**config.mk**
```make
export PLATFORM = sky130hd
export DESIGN_NAME = alarm_snooze
export DESIGN_NICKNAME = d
export VERILOG_FILES = /design/src/rtl/alarm_snooze.sv
export SDC_FILE = /design/constraint.sdc
export NUM_CORES = 1
export LEC_CHECK = 0
export BUFFER_PORTS_ARGS = -buffer_cell sky130_fd_sc_hd__buf_2
export CAP_MARGIN = 30
export CORE_ASPECT_RATIO = 2
export CORE_MARGIN = 2
export CORE_UTILIZATION = 40
export CTS_CLUSTER_SIZE = 20
export DETAILED_ROUTE_END_ITERATION = 16
export GPL_TIMING_DRIVEN = 0
export MAX_ROUTING_LAYER = met4
export PLACE_DENSITY = 0.66
export SYNTH_ARGS = -nofsm -noshare
export SYNTH_HDL_FRONTEND = slang
export SYNTH_SLANG_ARGS = --single-unit
```
**constraint.sdc**
```tcl
create_clock -name clk -period 5.4 [get_ports clk]
set_clock_uncertainty 0.15 [all_clocks]
set_input_delay 1.08 -clock clk [delete_from_list [all_inputs] [get_ports clk]]
set_output_delay 1.08 -clock clk [all_outputs]
set_load 0.02 [all_outputs]
```
**src/rtl/alarm_snooze.sv**
```systemverilog
// Alarm ringing controller: turns the comparator match into a buzzer drive with snooze, stop and auto-timeout.
// Latency: one cycle; buzz rises on the edge after the first match cycle, and every output is registered.
// No backpressure: button and match levels are sampled every cycle and nothing upstream is ever stalled.
module alarm_snooze #(
  parameter int unsigned SNOOZE_SEC = 540,
  parameter int unsigned RING_SEC   = 120,
  parameter int unsigned MAX_SNOOZE = 3
) (
  input  logic       clk,
  input  logic       rst,
  input  logic       alarm_on,
  input  logic       match,
  input  logic       snooze_btn,
  input  logic       stop_btn,
  output logic       buzz,
  output logic [1:0] state,
  output logic [9:0] snooze_left,
  output logic [2:0] snooze_cnt
);

  typedef enum logic [1:0] {
    IDLE   = 2'd0,
    RING   = 2'd1,
    SNOOZE = 2'd2,
    DONE   = 2'd3
  } state_t;

  localparam logic [9:0] SNOOZE_LOAD = 10'(SNOOZE_SEC);
  localparam logic [9:0] RING_LAST   = 10'(RING_SEC - 1);
  localparam logic [2:0] SNOOZE_MAX  = 3'(MAX_SNOOZE);

  state_t     state_q, state_d;
  logic       buzz_q, buzz_d;
  logic [9:0] ring_cnt_q, ring_cnt_d;
  logic [9:0] snooze_left_q, snooze_left_d;
  logic [2:0] snooze_cnt_q, snooze_cnt_d;
  logic       match_q;
  logic       snz_q;

  logic       match_rise;
  logic       snz_rise;

  // Rising edges come from the copies of last cycle's levels. After reset
  // the copies are 0, so a match still high at release counts as a new rise.
  assign match_rise = match & ~match_q;
  assign snz_rise   = snooze_btn & ~snz_q;

  // Edge-detect history, updated every cycle regardless of state.
  always_ff @(posedge clk or negedge rst) begin
    if (!rst) begin
      match_q <= 1'b0;
      snz_q   <= 1'b0;
    end else begin
      match_q <= match;
      snz_q   <= snooze_btn;
    end
  end

  // Next-state logic; in active states the order is alarm_on, stop, snooze, timeout/expiry.
  always_comb begin
    state_d       = state_q;
    ring_cnt_d    = ring_cnt_q;
    snooze_left_d = snooze_left_q;
    snooze_cnt_d  = snooze_cnt_q;

    unique case (state_q)
      IDLE: begin
        if (alarm_on && match_rise) begin
          state_d      = RING;
          ring_cnt_d   = '0;
          snooze_cnt_d = '0;
        end
      end

      RING: begin
        if (!alarm_on) begin
          state_d       = IDLE;
          snooze_left_d = '0;
        end else if (stop_btn) begin
          state_d       = DONE;
          snooze_left_d = '0;
        end else if (snz_rise && (snooze_cnt_q < SNOOZE_MAX)) begin
          state_d       = SNOOZE;
          snooze_left_d = SNOOZE_LOAD;
          snooze_cnt_d  = snooze_cnt_q + 3'd1;
        end else if (ring_cnt_q == RING_LAST) begin
          // A snooze press beyond the allowance falls through to here, so
          // the ring keeps counting towards its timeout.
          state_d = DONE;
        end else begin
          ring_cnt_d = ring_cnt_q + 10'd1;
        end
      end

      SNOOZE: begin
        if (!alarm_on) begin
          state_d       = IDLE;
          snooze_left_d = '0;
        end else if (stop_btn) begin
          state_d       = DONE;
          snooze_left_d = '0;
        end else if (snooze_left_q == 10'd1) begin
          state_d       = RING;
          ring_cnt_d    = '0;
          snooze_left_d = '0;
        end else begin
          // A fresh snooze press here is deliberately ignored.
          snooze_left_d = snooze_left_q - 10'd1;
        end
      end

      DONE: begin
        // Hold while the minute still matches so the same alarm never re-rings.
        if (!alarm_on || !match) begin
          state_d = IDLE;
        end
      end

      default: begin
        state_d = IDLE;
      end
    endcase

    buzz_d = (state_d == RING);
  end

  // State and output registers; reset drops the buzzer immediately.
  always_ff @(posedge clk or negedge rst) begin
    if (!rst) begin
      state_q       <= IDLE;
      buzz_q        <= 1'b0;
      ring_cnt_q    <= '0;
      snooze_left_q <= '0;
      snooze_cnt_q  <= '0;
    end else begin
      state_q       <= state_d;
      buzz_q        <= buzz_d;
      ring_cnt_q    <= ring_cnt_d;
      snooze_left_q <= snooze_left_d;
      snooze_cnt_q  <= snooze_cnt_d;
    end
  end

  assign buzz        = buzz_q;
  assign state       = state_q;
  assign snooze_left = snooze_left_q;
  assign snooze_cnt  = snooze_cnt_q;

endmodule

```
# Yosys cells after proc, flatten, opt, wreduce, memory -nomap -nowiden
# Cells that the tools add are included.
# Widths: inputs -> output; s select.
[totals] register_bits=28 inputBits=6 output_inout_bits=16 word_cells=74
[op_classes] n_addsub=3 n_lt_le_gt_ge=1 n_eq_ne=16 mux=31 n_bitwise=4 reduce_logical=12
[ops] op="$mux 10" count=14
[ops] op="$pmux 10 s3" count=1
[ops] op="$pmux 10 s2" count=1
[ops] op="$mux 2" count=9
[ops] op="$ne 2x2->1 const B" count=9
[ops] op="$mux 3" count=4
[ops] op="$add 10x1->10 const B" count=1
[ops] op="$eq 10x1->1 const B" count=1
[ops] op="$eq 10x7->1 const B" count=1
[ops] op="$sub 10x1->10 const B" count=1
[ops] op="$reduce_and 9->1" count=1
[ops] op="$pmux 2 s4" count=1
[ops] op="$pmux 3 s2" count=1
[ops] op="$reduce_and 5->1" count=1
[ops] op="$eq 2x1->1 const B" count=2
[ops] op="$eq 2x2->1 const B" count=2
[ops] op="$ne 4x4->1 const B" count=1
[ops] op="$reduce_bool 2->1" count=2
[ops] op="$add 3x1->3 const B" count=1
[ops] op="$lt 3x2->1 const B" count=1
[ops] op="$reduce_bool 3->1" count=1
[ops] op="$and 1x1->1" count=2
[ops] op="$logic_and 1x1->1" count=2
[ops] op="$logic_not 1->1" count=2
[ops] op="other kinds (4)" count=5

# Longest topological paths before layout
[depth] word_depth=8 depth_mapped=8 mapped_depth_nobuf=7

# Least setup slack after synthesis
# No wires, ideal clock.
[synth_path] path_type="input port to flip-flop" start="input snooze_btn" end="register ring_cnt_q[0]" setup_time_ns=0.125 arrival_ns=2.483 required_time_ns=5.125 setup_slack_ns=2.642 path_stages=6 path_buffers=1 path_cell_list="nor3b_1 and2_1 clkbuf_1 o21ai_0 nand2_2 mux2_2"
[synth_between] elab_chain_cells=4
[synth_rtl] item="from (decl)" line="13" text="input logic snooze_btn,"
[synth_rtl] item="$and 1x1->1" line="46" text="assign snz_rise = snooze_btn & ~snz_q;"
[synth_rtl] item="$logic_and 1x1->1" line="82" text="end else if (snz_rise && (snooze_cnt_q < SNOOZE_MAX)) begin"
[synth_rtl] item="$ne 2x2->1 (no source line)"
[synth_rtl] item="$reduce_and 9->1 (no source line)"
[synth_rtl] item="to (signal assigned)" line="138" text="ring_cnt_q <= ring_cnt_d;"
[synth_rtl] item="to (decl)" line="34" text="logic [9:0] ring_cnt_q, ring_cnt_d;"
# No other way between the ends.
# A chain may end at the register's enable or synchronous reset.

# Final worst setup path
# Same ends and word-level chain as after synthesis.

==> impl_results.md <==
- Routed wire length per instance: around 17 µm
- Status: complete, no violations
- Setup bufs post-CTS: 0
- Post-cts sizing count: 0
- Vias in the first global route: 1669
- Clock Tree Buf Depth: 2
- Synth Warn #: 0
- Synthesized area per cell: 9.28 µm²
- Leak: 0.868 nW
- Starting DRT DRC Count: 32
- Worst Path Arrival: 2.99 ns
- Die area: ~5100 µm²
- Final slew viol count: 0
- Max VDD drop: 330 µV
- RSZ-0062 raised after global routing: false
- Worst-path clk slew: around 0.09 ns
- Top cells by count, synth: dfrtp_1 (28), o21ai_0 (19), nand2_1 (15), inv_1 (12)
- Max Freq: 338 MHz
- Number of synthesized flops with an enable pin: 0
- Post-synth top area share: 0.387
- Slew @ Worst Pin: approximately 0.84 ns
- Min cycle time layout: around 3.0 ns
- Initial antenna violation count: 0
- IO Port Bufs: 20
- Post-synth top flop: dfrtp_1
- Post-synthesis simple-gate area fraction: 0.213
- DRC Markers: 0
- N_diodes: 0
- Clock Tree Root: clkbuf_8
- Hold path endpoint: ring_cnt_q[9]
- Worst setup EP type: register
- Initial Utilization: 0.417
- Core Box Area: approximately 4300 µm²
- Fin nets: 235
- Power Density: 501 nW/µm²
- Asr flop ratio synth: 1.00
- Post-synthesis mux area share: 0.0173
- Leading area contributor after synthesis: dfrtp_1
- All-Layer GR Usage: 0.205
- Synth Area in Compound Gates: 0.283
- H-tree depth: 1
- CTS tree: built
- Drt total wl: 4650 µm
- FF-to-FF path depth: 8
- Largest net degree at the start of global routing: 29
- CTS Buf Count: 3
- Crit path launch type: input pin
- Final HPWL DP: roughly 3600 µm
- Number of synthesized register bits: 28
- Num Clock Sinks: 28
- Beginning of the worst hold path: ring_cnt_q[9]
- Final setup violation count: 0
- DRT Pass-1 Iters: 4
- Row cnt: 34
- Multi-input logic area: 1040 µm²
- Synthesized area: 1810 µm²
- FF-to-FF End: snooze_left[8]
- Max_cap viols: 0
- RePlAce Congestion: between 0.8 and 0.9
- Reg2Reg Setup Slack: around 2.6 ns
- Net Count, Synth: between 200 and 250
- Hold Path Class: register to register
- Vias: roughly 1600
- DRT antenna net count: 0
- R2R Path Start: state[1]
- Skew-Pair Late Insertion Delay: about 0.28 ns
- Register area share after synthesis: 0.387
- Global route overflow: 0
- Ranking of synthesized cells by area: dfrtp_1 (39%), ha_1 (6.2%), o21ai_0 (5.3%)
- Synth Area in Adders: 0.0622
- Post-Synth XOR/XNOR Area: 0
- Syn Inst Count: approximately 200
- Chip height: approximately 99 µm
- Most frequent cell after synthesis: dfrtp_1
- Final Power: around 1.0 mW
- Hold Crit Depth: 1
- Synth cell types: 53
- WP data required: between 5 and 6 ns
- Fin crit share: 0.549
- Drt via density: between 6 and 7
- Hold Buf Count CTS: 0
- Register area: ~700 µm²
- Final hold vios: 0
- Width of the die: 51.6 µm
- Synthesis-to-layout area growth: 11.5%
- Global-route wire length before repair: just under 8000 µm
- Crit-path max FO: 8
- Largest family of logic cells by synthesized area: compound AO/OA/AOI/OAI gates
- Fin Setup TNS: 0 ns
- Layout filler cell count: 446
- Share of cells above drive strength 1: 0.188
- Max-slew headroom: 0.432
- WS Path Type: input pin to register
- # IOs: 22
==> worst max-delay path, cell delays in order <==
cell,delay [ns]
buf_2,0.09
nor3b_1,0.42
and2_1,0.19
clkbuf_1,0.31
o21ai_0,0.33
nand2_2,0.22
mux2_2,0.35
==> registers in the layout, summed over array words and instances, names as in the netlist <==
signal / count
buzz: 1
match_q: 1
ring_cnt_q: 10
snooze_cnt: 3
snooze_left: 10
snz_q: 1
state: 2
==> power breakdown <==
part           switching, mW  internal [mW]
registers             0.0524          0.256
clock network         0.0673         0.0504
logic                  0.367          0.218
==> placed cells by master (no fill, tap or decap), types with 4 or more instances in the layout <==
master    count
a31oi_1       4
o31a_1        5
buf_2        21
nand2_1      15
and2_1        4
dfrtp_1      28
o31ai_1       8
o21ai_0      19
ha_1          9
inv_1        12
nand2b_1      5
nor2_1        8
nand3_1       6
a21oi_1       9
clkbuf_1      4
nor3_1        4
==> metrics by stage <==
stage / utilization / std cells / area, µm² / setup WS [ns] / hold WS, ns
after floorplan: - / 195 / 1810 / 2.64 / 0.296
after global placement: 0.456 / 269 / 1980 / 2.12 / 0.313
after detailed placement: 0.456 / 269 / 1980 / 2.13 / 0.332
after CTS: 0.465 / 272 / 2020 / 2.43 / 0.341
after global routing: 0.465 / 272 / 2020 / 2.34 / 0.368
final: 0.465 / 272 / 2020 / 2.44 / 0.336
==> metal layers <==
| metal | global-route usage | share of wire |
|---|---|---|
| met5 | - | 0 |
| met4 | 0.105 | 0.035 |
| met3 | 0.0225 | 0.024 |
| met2 | 0.402 | 0.60 |
| met1 | 0.176 | 0.34 |
==> worst max-delay path by stage <==
stage	startpoint	end	depth (start not counted)
2_1_floorplan	snooze_btn	ring_cnt_q[0]	6
3_3_place_gp	snooze_btn	ring_cnt_q[0]	7
3_5_place_dp	snooze_btn	ring_cnt_q[0]	7
4_1_cts	snooze_btn	ring_cnt_q[0]	7
5_1_grt	snooze_btn	ring_cnt_q[0]	7
6_report	snooze_btn	ring_cnt_q[0]	7
==> kinds of logic after synthesis <==
group                      Yosys count
adders and majority gates            9
and+or+nand+nor                     68
buffers and inverters               18
AOI/OAI and AO/OA                   69
muxes                                3
DFF                                 28
==> area by class of cell <==
type	count	share of cell area
multi-input cells	149	0.515
flip-flops and latches	28	0.347
repair buffers	20	0.0496
well taps	54	0.0335
inverters	13	0.0242
clock buffers	3	0.0204
plain buffers	5	0.00991
No activity file was read; power rests on OpenSTA's default activity.
